## src/rtl/arbiter_nm_slave.sv

```systemverilog
// Round-robin arbiter that lets N masters share one slave port. Each grant runs
// IDLE -> BUSY -> DONE, and an ack timeout keeps a dead slave from hanging a master.
module arbiter_nm_slave #(
  parameter int N_MASTERS = 2,
  parameter int DATA_W    = 32,
  parameter int ADDR_W    = 32,
  parameter int TIMEOUT   = 16,
  localparam int BE_W     = DATA_W / 8,
  localparam int ID_W     = (N_MASTERS > 2) ? $clog2(N_MASTERS) : 1
) (
  input  logic                      clk,
  input  logic                      reset_n,
  input  logic [N_MASTERS*ADDR_W-1:0] m_addr,
  input  logic [N_MASTERS*BE_W-1:0] m_be,
  input  logic [N_MASTERS-1:0]      m_wr,
  input  logic [N_MASTERS-1:0]      m_rd,
  input  logic [N_MASTERS*DATA_W-1:0] m_dwr,
  output logic [N_MASTERS*DATA_W-1:0] m_drd,
  output logic [N_MASTERS-1:0]      m_ack,
  output logic [N_MASTERS-1:0]      m_err,
  output logic [ADDR_W-1:0]         addr_general,
  output logic [BE_W-1:0]           be_general,
  output logic                      wr_general,
  output logic                      rd_general,
  output logic [DATA_W-1:0]         dwr_general,
  input  logic [DATA_W-1:0]         drd_general,
  input  logic                      ack_slave,
  output logic [ID_W-1:0]           cpu_general,
  output logic [1:0]                dbg_state
);
  // Handshake: master i raises m_wr[i]/m_rd[i] with addr/be/dwr and holds all of them
  // stable until its one-cycle m_ack[i]; it drops the request the cycle after. On the
  // slave side wr_general/rd_general stay high until ack_slave or the timeout.

  localparam int CNT_W = (TIMEOUT > 2) ? $clog2(TIMEOUT) : 1;

  typedef enum logic [1:0] {IDLE = 2'd0, BUSY = 2'd1, DONE = 2'd2} state_t;

  state_t           state, state_nxt;
  logic [N_MASTERS-1:0] req;
  logic             found;
  logic [ID_W-1:0]  pick;
  logic [ID_W-1:0]  cand;
  logic [ID_W-1:0]  last_grant;
  logic [CNT_W-1:0] cnt;
  logic             expired;

  assign req       = m_wr | m_rd;
  assign expired   = (cnt == CNT_W'(TIMEOUT - 1));
  assign dbg_state = state;

  // The search starts one past the previous winner, so every requester is served
  // within N_MASTERS grants.
  always_comb begin
    found = 1'b0;
    pick  = '0;
    cand  = '0;
    for (int k = 1; k <= N_MASTERS; k++) begin
      cand = ID_W'((int'(last_grant) + k) % N_MASTERS);
      if (!found && req[cand]) begin
        found = 1'b1;
        pick  = cand;
      end
    end
  end

  always_ff @(posedge clk or negedge reset_n) begin
    if (!reset_n) state <= IDLE;
    else          state <= state_nxt;
  end

  always_comb begin
    state_nxt = state;
    case (state)
      IDLE:    if (found) state_nxt = BUSY;
      BUSY:    if (ack_slave || expired) state_nxt = DONE;
      DONE:    state_nxt = IDLE;
      default: state_nxt = IDLE;
    endcase
  end

  always_ff @(posedge clk or negedge reset_n) begin
    if (!reset_n) begin
      m_drd        <= '0;
      m_ack        <= '0;
      m_err        <= '0;
      addr_general <= '0;
      be_general   <= '0;
      wr_general   <= 1'b0;
      rd_general   <= 1'b0;
      dwr_general  <= '0;
      cpu_general  <= '0;
      cnt          <= '0;
      last_grant   <= ID_W'(N_MASTERS - 1);
    end else begin
      m_ack <= '0;
      m_err <= '0;
      case (state)
        IDLE: begin
          if (found) begin
            cpu_general  <= pick;
            addr_general <= m_addr[int'(pick)*ADDR_W +: ADDR_W];
            be_general   <= m_be[int'(pick)*BE_W +: BE_W];
            dwr_general  <= m_dwr[int'(pick)*DATA_W +: DATA_W];
            wr_general   <= m_wr[pick];
            // A simultaneous write+read is treated as a write.
            rd_general   <= m_rd[pick] & ~m_wr[pick];
            cnt          <= '0;
          end
        end
        BUSY: begin
          if (ack_slave || expired) begin
            wr_general         <= 1'b0;
            rd_general         <= 1'b0;
            m_ack[cpu_general] <= 1'b1;
            m_err[cpu_general] <= ~ack_slave;
            m_drd[int'(cpu_general)*DATA_W +: DATA_W] <=
              (ack_slave && rd_general) ? drd_general : '0;
            last_grant         <= cpu_general;
          end else begin
            cnt <= cnt + CNT_W'(1);
          end
        end
        default: ;
      endcase
    end
  end

endmodule
```

## config.mk

```make
export PLATFORM = sky130hd
export DESIGN_NAME = arbiter_nm_slave
export DESIGN_NICKNAME = d
export VERILOG_FILES = /design/src/rtl/arbiter_nm_slave.sv
export SDC_FILE = /design/constraint.sdc
export NUM_CORES = 1
export LEC_CHECK = 0
export CAP_MARGIN = 20
export CORE_MARGIN = 2
export CORE_UTILIZATION = 40
export DETAILED_ROUTE_END_ITERATION = 10
export GPL_TIMING_DRIVEN = 0
export PLACE_DENSITY = 0.8
export SLEW_MARGIN = 20
export SYNTH_ARGS = -nofsm -noshare
export SYNTH_HDL_FRONTEND = slang
export SYNTH_SLANG_ARGS = --single-unit
```

## constraint.sdc

```tcl
create_clock -name clk -period 1.8 [get_ports clk]
set_input_delay 0.18 -clock clk [delete_from_list [all_inputs] [get_ports clk]]
set_output_delay 0.18 -clock clk [all_outputs]
set_load 0.005 [all_outputs]
```

==> run metrics <==
PwrDens between 1500 and 2000 nW/um^2; Synth async-reset ratio 1.00; proportion of layout cells with a drive suffix above 1 0.108; Hold WC Path Type in2async; RSZ-0062 raised after global routing yes; post-route ant nets 0; die width ~130 microns; mapped cell area slightly above 6000 sq um; die area ~17000 sq um; post-synth cell types 35; Post-synth EDFFs 0; fin nets 1092; Synth Warn # 0; Routability Congestion 0.808; Commonest cells post-synth dfrtp_1 (145), a21oi_1 (118), nand2_1 (76); largest delay contributor family on the critical path compound AO/OA/AOI/OAI gates; synth top area cells dfrtp_1 (58%), a32o_1 (10%), a21oi_1 (9.5%); HPWL Detailed about 16000 microns; setup TNS 0 ns; clk root buf clkbuf_16; placeable core area 15200 sq um; DR pass1 iterations 4; crit-path max cell delay 0.40 ns; Synth Instances just under 600; final global-route overflow total 0; area grow syn2layout 64.9%; initial antenna violation count 1; maximum clock path buffer count 2; setup violators final 0; DR WL/cell 18.7 microns; post-synthesis register bit count around 150; dominant synthesized flop cell dfrtp_1; Max Clk Rate 582 MHz; TritonCTS clock tree yes; DRC 0; cts bufs inserted 17; total wire length approximately 21000 microns; I/O pin count roughly 320; outcome complete, no violations; worst path required time approximately 2.2 ns; fin. max-slew vios 0; Critical Path AT about 2.1 ns; clock skew just over 0.01 ns; die height roughly 130 microns; Final Hold Viols 0; Via Count around 5900; later-pin clock latency in the skew report 0.42 ns; post-route minimum period between 1.5 and 2 ns; row count 45; CTS Sinks around 150; Hold Slack about 0.29 ns; WP depth 7; Max-cap violations 0; vias per cell 5.24; syn_area_per_cell between 10 and 15 sq um; fillers 1216; area leader, netlist dfrtp_1; Port-buffer cells 315; Setup CP Type reg2reg; Critical-path top delay cell dfrtp_1; pin count of the biggest net entering global routing 84; first-pass GRT wire length around 32000 microns; final core occ 0.674; count leader, synth dfrtp_1; critical path peak fanout 10; Mapped Nets around 760; Starting Density 0.409; H-tree levels 4; period utilisation layout 0.955; Total Routing Usage GR 0.253; Slew @ Worst Pin approximately 0.65 ns; crit-path cells ha_1 > a31o_2 > nand2_1 > inv_2 > nand2_2 > clkbuf_4 > a32o_1; Max-slew headroom 0.567; clock-pin slew of the registers on the worst-case setup and hold paths ~0.06 ns; vias in the first global route about 6000; post-synthesis sequential area ratio 0.588; Synth top area share 0.584; Pleak approximately 4.3 nW; 1st-iter DRT viols around 320; Worst Reg-to-Reg Cells 7; Worst setup EP type register; Worst VDD drop 0.809 mV; CP Buf/Inv Count 2; critical path startpoint category register
## repair_timing
action,4_1_cts,5_1_grt
setup endpoints to repair,0,38
hold buffers,1,0
endpoints found under the hold margin,63,0
resized for setup,0,5
setup buffers,0,0
## registers in the layout, summed over array words and instances (netlist names)
signal,flops
m_drd,64
m_ack,2
cnt,4
m_err,2
rd_general,1
dwr_general,32
dbg_state,2
addr_general,32
wr_general,1
be_general,4
cpu_general,1
last_grant,1
## placed cells by master (no fill, tap or decap), types with 2 or more instances in the layout
master,count
dfrtp_1,145
o21ai_0,2
clkinv_4,3
clkinvlp_4,3
o21ai_2,2
buf_4,5
and2_1,2
inv_6,3
a32o_1,64
nor2_1,72
nand2_1,76
o21ai_1,2
bufinv_16,2
clkdlybuf4s50_1,314
mux2i_1,2
buf_6,17
buf_2,16
clkbuf_1,12
clkbuf_16,17
nand3_1,5
inv_1,4
a21oi_1,118
a21oi_2,18
## where the power goes
| part | switching [mW] | internal [mW] |
|---|---|---|
| Combinational | 3.55 | 4.45 |
| Sequential | 0.836 | 4.75 |
| Clock | 1.47 | 2.10 |
| Total | 5.86 | 11.3 |
## worst paths after layout
kind	endpoint	start	slack [ns]
max reg2reg	m_drd[60]	cnt[0]	0.08
min	addr_general[6]	reset_n	0.29
min in group clk	addr_general[20]	m_addr[20]	0.29
min reg2reg	m_drd[46]	m_drd[46]	0.49
max in group asynchronous	m_drd[42]	reset_n	0.70
max	m_drd[60]	cnt[0]	0.08
## metal layers
layer / wire length, microns / vias up / GRT usage
met5: 0 / - / 0
li1: - / 2750 / -
met4: 437 / 0 / 0.0786
met3: 2120 / 30 / 0.109
met1: 7950 / 2819 / 0.282
met2: 10400 / 262 / 0.440
## kinds of logic after synthesis
family / after synthesis / share of synthesized area
buf+inv: 56 / 0.0600
flops: 146 / 0.588
simple gates: 163 / 0.105
fa+ha+maj: 1 / 0.00201
mux: 2 / 0.00322
xor+xnor: 1 / 0.00141
compound gates: 212 / 0.240
## area by class of cell
class	instances	area, sq um	share of cell area
Clock buffer	19	443	0.0432
Clock inverter	13	151	0.0148
Timing Repair Buffer	317	3200	0.312
Buffer	50	358	0.0349
Inverter	5	18.8	0.00183
Multi-Input combinational cell	379	2180	0.213
Antenna cell	1	2.50	0.000244
Tap cell	188	235	0.0230
Sequential cell	146	3650	0.357
## stage by stage
step	setup WS, ns	cells	power (mW)	area, sq um
2_1_floorplan	0.288	581	9.17	6210
5_1_grt	-0.0147	1118	18.3	10200
6_report	0.0807	1118	17.2	10200
3_5_place_dp	-0.264	1085	13.7	9630
4_1_cts	0.0191	1118	17.3	10200
3_3_place_gp	-5.50	1084	13.5	9600
Note: power is estimated with default switching activity, not from simulation.
==> RTL edit 1: new RTL, config.mk and constraints unchanged <==
Reset style: synchronous (`reset_n`), changed in 2 clocked blocks.
--- a/src/rtl/arbiter_nm_slave.sv
+++ b/src/rtl/arbiter_nm_slave.sv
@@ -64,7 +64,7 @@
     end
   end
 
-  always_ff @(posedge clk or negedge reset_n) begin
+  always_ff @(posedge clk) begin
     if (!reset_n) state <= IDLE;
     else          state <= state_nxt;
   end
@@ -79,7 +79,7 @@
     endcase
   end
 
-  always_ff @(posedge clk or negedge reset_n) begin
+  always_ff @(posedge clk) begin
     if (!reset_n) begin
       m_drd        <= '0;
       m_ack        <= '0;
Function: differs if reset_n is asserted again (counterexample within 4 cycles, from zero or initial values and one cycle with reset_n low); with reset_n held inactive, the same outputs for 4 cycles.
==> RTL edit 1 against the unedited design <==
Sequential cell count stayed put. Sequential share of layout area is 5.1 points lower. Synthesized area is 11% lower. Wire length is 8.0% lower. Critical path type is now register to primary output. Design area is 6.8% lower. Setup slack better by 0.037 ns.
Power is not compared: it rests on default switching activity, and its combinational part moved more than twofold at a synthesized area within 25%.
==> RTL edit 1: results (changes against the unedited design) <==
### Critical path
• 5 — largest fanout on the critical path, was 10
• m_drd[2] — endpoint of the most critical register-to-register path, was m_drd[60]
• buffers and inverters — Top delay family on crit path, was compound AO/OA/AOI/OAI gates
• 0.57 ns — Largest stage delay, worst path, was 0.40 ns
• 1.50 ns — critical path arrival, was 2.08 ns
• 0.14 ns — internal reg-to-reg setup slack, was 0.08 ns
• dbg_state[1] — capturing instance or port of the critical path, was m_drd[60]
• dbg_state[1] — Setup crit start, was cnt[0]

### Place
• 8900 sq um — Placed Area, was 9630 sq um
• -0.401 ns — post-placement setup slack, was -0.264 ns
• 14400 um — detailed placement HPWL, was 15500 um
• 0.842 — final estimated routing congestion in global placement, was 0.808

### Synth
• 52.9% — post-synthesis sequential area ratio, was 58.8%
• 761 — number of nets produced by synthesis, was 757
• 0% — post-synthesis async set-or-reset flop share, was 100%
• 37 — Cell variety after synth, was 35
• dfxtp_1, a22o_1, a21oi_1 — top cells by area in the synthesized netlist, was dfrtp_1, a32o_1, a21oi_1
• dfxtp_1, a21oi_1, nand2_1 — top post-synthesis cells by count, was dfrtp_1, a21oi_1, nand2_1
• 9.45 sq um — syn avg cell area, was 10.7 sq um

### Floorplan
• 176 — Tapcell Cnt, was 188

### Routing
• 1470 um — wire length on met3, was 2120 um
• 7700 um — routed metal-1 wirelength, was 7950 um
• 5.17 — vias per inst, was 5.24
• 5 — count of TritonRoute iterations in the first routing pass, was 4
• 331 — first-iteration detailed-routing DRC count, was 324
• 5738 — vias, was 5861

### Layout
• 2920 sq um — combined flip-flop and latch cell area, was 3650 sq um
• 36.6% — Non-Clock Buffer Area Fraction, was 34.7%
• 24.1% — multi-input gate share of the layout cell area, was 21.3%
• 0 — antenna fix cells, was 1
• 9540 sq um — total non-filler cell area in the finished layout, was 10200 sq um
• 17 — clk_buf instances, was 19
• 1074 — total of fill cells in the finished design, was 1216
• 11.6% — fraction of final layout cells with drive strength greater than 1, was 10.8%
• 6.24% — Clock buffers and inverters, area share, was 5.80%

### Timing
• 0.525 ns — worst slew pin tran, was 0.647 ns
• 1.68 ns — final critical delay including setup and external delays, was 1.72 ns
• 0.00726 ns — setup skew after layout, was 0.0104 ns
• 0.296 ns — worst-case hold slack, was 0.288 ns

### Global route
• 29600 um — global-route wire length before repair, was 31600 um
• 17 — pin count of the biggest net entering global routing, was 84
• 8.01% — Global Route met3 Usage, was 10.9%
• 43.6% — global-route met2 utilization, was 44.0%
• 0 — antenna violations before repair, was 1
• 5565 — vias in the first global route, was 5941

### Status
• finished clean — run status, unchanged

### Worst hold path
• primary input to register — Hold Crit Class, was primary input to async pin

## RTL edit 1: cell types whose count changed after synthesis, moves of 12 or more
cell / unedited run / this run
a21oi_1: 118 / 106
a22o_1: 0 / 64
o21ai_0: 2 / 60
dfrtp_1: 145 / 0
dfxtp_1: 0 / 146
buf_6: 17 / 4
a21oi_2: 18 / 32
nor2_1: 72 / 9
a32o_1: 64 / 0
## RTL edit 1: timing repair
| action | 4_1_cts | 5_1_grt |
|---|---|---|
| buffers inserted | 0 | 2 |
| setup endpoints to repair | 11 | 114 |
| hold endpoints to repair | 0 | 0 |
| resized for setup | 2 | 8 |
| pin swaps | 0 | 1 |
| gates cloned | 0 | 0 |
## RTL edit 1: kinds of logic (layout without fill, tap and decap cells)
logic type                 after synthesis  in the layout  share of synthesized area (%)
AOI/OAI and AO/OA                      282            282                           32.7
xor gates and xnor gates                 3              3                          0.475
adders and majority gates                1              1                          0.226
buffers and inverters                   54            403                           5.93
DFF                                    146            146                           52.9
and+or+nand+nor                         99             99                           7.83
==> RTL edit 2: new RTL, same settings <==
Made on the original files. Change the parameter `DATA_W` from 32 to 28.
--- a/src/rtl/arbiter_nm_slave.sv
+++ b/src/rtl/arbiter_nm_slave.sv
@@ -2,7 +2,7 @@
 // IDLE -> BUSY -> DONE, and an ack timeout keeps a dead slave from hanging a master.
 module arbiter_nm_slave #(
   parameter int N_MASTERS = 2,
-  parameter int DATA_W    = 32,
+  parameter int DATA_W    = 28,
   parameter int ADDR_W    = 32,
   parameter int TIMEOUT   = 16,
   localparam int BE_W     = DATA_W / 8,
Ports: changed (6 resized); port bits go from 316 to 289. No check against the original RTL was run, so the function may have changed too.
==> RTL edit 2 against the unedited design <==
Design area shrank 9.0%. Sequential share of layout area grew 0.054 points. Total power decreased by 7.5%. Sequential cell count fell by 13. Synthesized area fell by 12%. Sequential power is 7.9% lower. Setup slack gained 0.030 ns. Wire length decreased by 3.4%. Critical path type unchanged. Largest power group unchanged.
==> RTL edit 2: results (changes against the unedited design) <==
### Status
• finished clean — run status, unchanged

### Place
• 15100 um — detailed placement HPWL, was 15500 um
• 288 — number of buffers inserted by port buffering, was 315
• 8630 sq um — Placed Area, was 9630 sq um
• 0.917 — final estimated routing congestion in global placement, was 0.808

### Power
• 0.905 mV — worst voltage drop across the vdd grid, was 0.809 mV
• 0.00390 uW — leakage power summed over all cells, was 0.00428 uW
• 5310 uW — net switching power of the design, was 5860 uW

### Critical path
• 10 — largest fanout on the critical path, unchanged
• 1.99 ns — critical path arrival, was 2.08 ns
• 0.39 ns — Largest stage delay, worst path
• or3_1 — Slowest-stage cell, CP, was dfrtp_1
• 0.11 ns — internal reg-to-reg setup slack, was 0.08 ns

### Clocking
• 17 — total CTS buffers, unchanged
• 2 — clk buf depth, unchanged
• 4 — CTS H-tree depth, unchanged
• 0.42 ns — clock latency reported for the late side of the worst-skew pair, about the same
• clkbuf_16 — CTS Root Buffer Type, unchanged
• 0.06 ns — Worst-path clk slew, about the same

### Synth
• 10.3 sq um — syn avg cell area, was 10.7 sq um
• 60.6% — post-synthesis sequential area ratio, was 58.8%
• 34 — Cell variety after synth, was 35
• dfrtp_1, a21oi_1, a32o_1 — top cells by area in the synthesized netlist, was dfrtp_1, a32o_1, a21oi_1
• 60.1% — Yosys top cell area share, was 58.4%
• 0 — number of warnings printed during yosys synthesis, unchanged
• 100% — post-synthesis async set-or-reset flop share, unchanged
• dfrtp_1, a21oi_1, nand2_1 — top post-synthesis cells by count, unchanged
• 695 — number of nets produced by synthesis, was 757

### Layout
• 8.06% — fraction of final layout cells with drive strength greater than 1, was 10.8%
• 1005 — net total in the final layout, was 1092
• m_drd x56, addr_general x32, dwr_general x28 — largest registers, was m_drd x64, addr_general x32, dwr_general x32
• 3330 sq um — combined flip-flop and latch cell area, was 3650 sq um
• 991 — total of fill cells in the finished design, was 1216

### Routing
• 5.42 — vias per inst, was 5.24
• 19.6 um — detail-routed net length per standard cell, was 18.7 um
• 5598 — vias, was 5861
• 5 — count of TritonRoute iterations in the first routing pass, was 4
• 441 — first-iteration detailed-routing DRC count, was 324

### Global route
• 83 — pin count of the biggest net entering global routing, was 84
• 9.82% — Global Route met3 Usage, was 10.9%
• 5901 — vias in the first global route, was 5941
• 49.1% — global-route met2 utilization, was 44.0%
• 1 — antenna violations before repair, unchanged
• 27.8% — global routing usage summed across all routing layers, was 25.3%
• 30.2% — met1 track utilization from global routing, was 28.2%
• 30900 um — global-route wire length before repair, was 31600 um

### Timing
• 0.00829 ns — setup skew after layout, was 0.0104 ns
• 64.5% — headroom to the max-slew limit, was 56.7%

-- RTL edit 2: metal layers --
metal / vias up / share of wire (%)
li1: 2533 / -
met1: 2731 / 36
met2: 289 / 51
met3: 45 / 9.7
met4: 0 / 3.1
met5: - / 0
-- RTL edit 2: final cells by class --
class | instances | share of cell area (%)
Multi-Input combinational cell | 349 | 20.7
Clock buffer | 18 | 4.61
Sequential cell | 133 | 35.7
Timing Repair Buffer | 291 | 31.5
Inverter | 6 | 0.242
Clock inverter | 14 | 2.24
Antenna cell | 1 | 0.0269
Buffer | 45 | 2.55
Tap cell | 176 | 2.36
-- RTL edit 2: cell families after synthesis --
logic type,Yosys count,share of synthesized area (%)
compound gates,197,23.6
simple gates,150,11.0
flops,133,60.6
buf+inv,51,4.44
mux,1,0.182
fa+ha+maj,1,0.228
-- RTL edit 2: through the flow --
| step | hold slack [ns] | util (%) | power [uW] | worst slack [ns] |
|---|---|---|---|---|
| after floorplan | -0.116 | - | 7950 | 0.210 |
| after global routing | 0.312 | 69.8 | 16800 | 0.00969 |
| after CTS | 0.283 | 69.5 | 15900 | 0.0273 |
| after detailed placement | 0.111 | 64.7 | 12000 | -0.171 |
| final | 0.291 | 69.8 | 15900 | 0.111 |
| after global placement | 0.472 | 64.4 | 11800 | -4.59 |
-- RTL edit 2: critical path: cells and delay by family (launching register included) --
family,cells,cell delay [ns]
adder cells (fa/ha/maj),1,0.21
buffers and inverters,2,0.30
flip-flops,1,0.36
AO/OA/AOI/OAI,2,0.32
AND/OR/NAND/NOR,1,0.39
-- RTL edit 2: final timing paths --
kind | start | endpoint | cells after the start
max | cnt[1] | m_drd[26] | 6
min | reset_n | m_drd[40] | 2
max reg2reg | cnt[1] | m_drd[26] | 6
min reg2reg | m_drd[18] | m_drd[18] | 1
max in group asynchronous | reset_n | addr_general[1] | 3
min in group clk | m_addr[20] | addr_general[20] | 3
-- RTL edit 2: what timing repair did --
item,in CTS,in global routing
endpoints found under the hold margin,51,0
resized for setup,1,11
endpoints found under the setup margin,2,55
hold buffers,1,0
setup buffers,0,1
-- RTL edit 2: power by group through the flow --
| stage | combinational [uW] | clock, uW | sequential, uW |
|---|---|---|---|
| 3_5_place_dp | 6900 | 0 | 5140 |
| 5_1_grt | 7600 | 3930 | 5300 |
| 6_report | 6990 | 3740 | 5140 |
| 3_3_place_gp | 6730 | 0 | 5070 |
| 4_1_cts | 6970 | 3790 | 5140 |
| 2_1_floorplan | 2810 | 0 | 5150 |
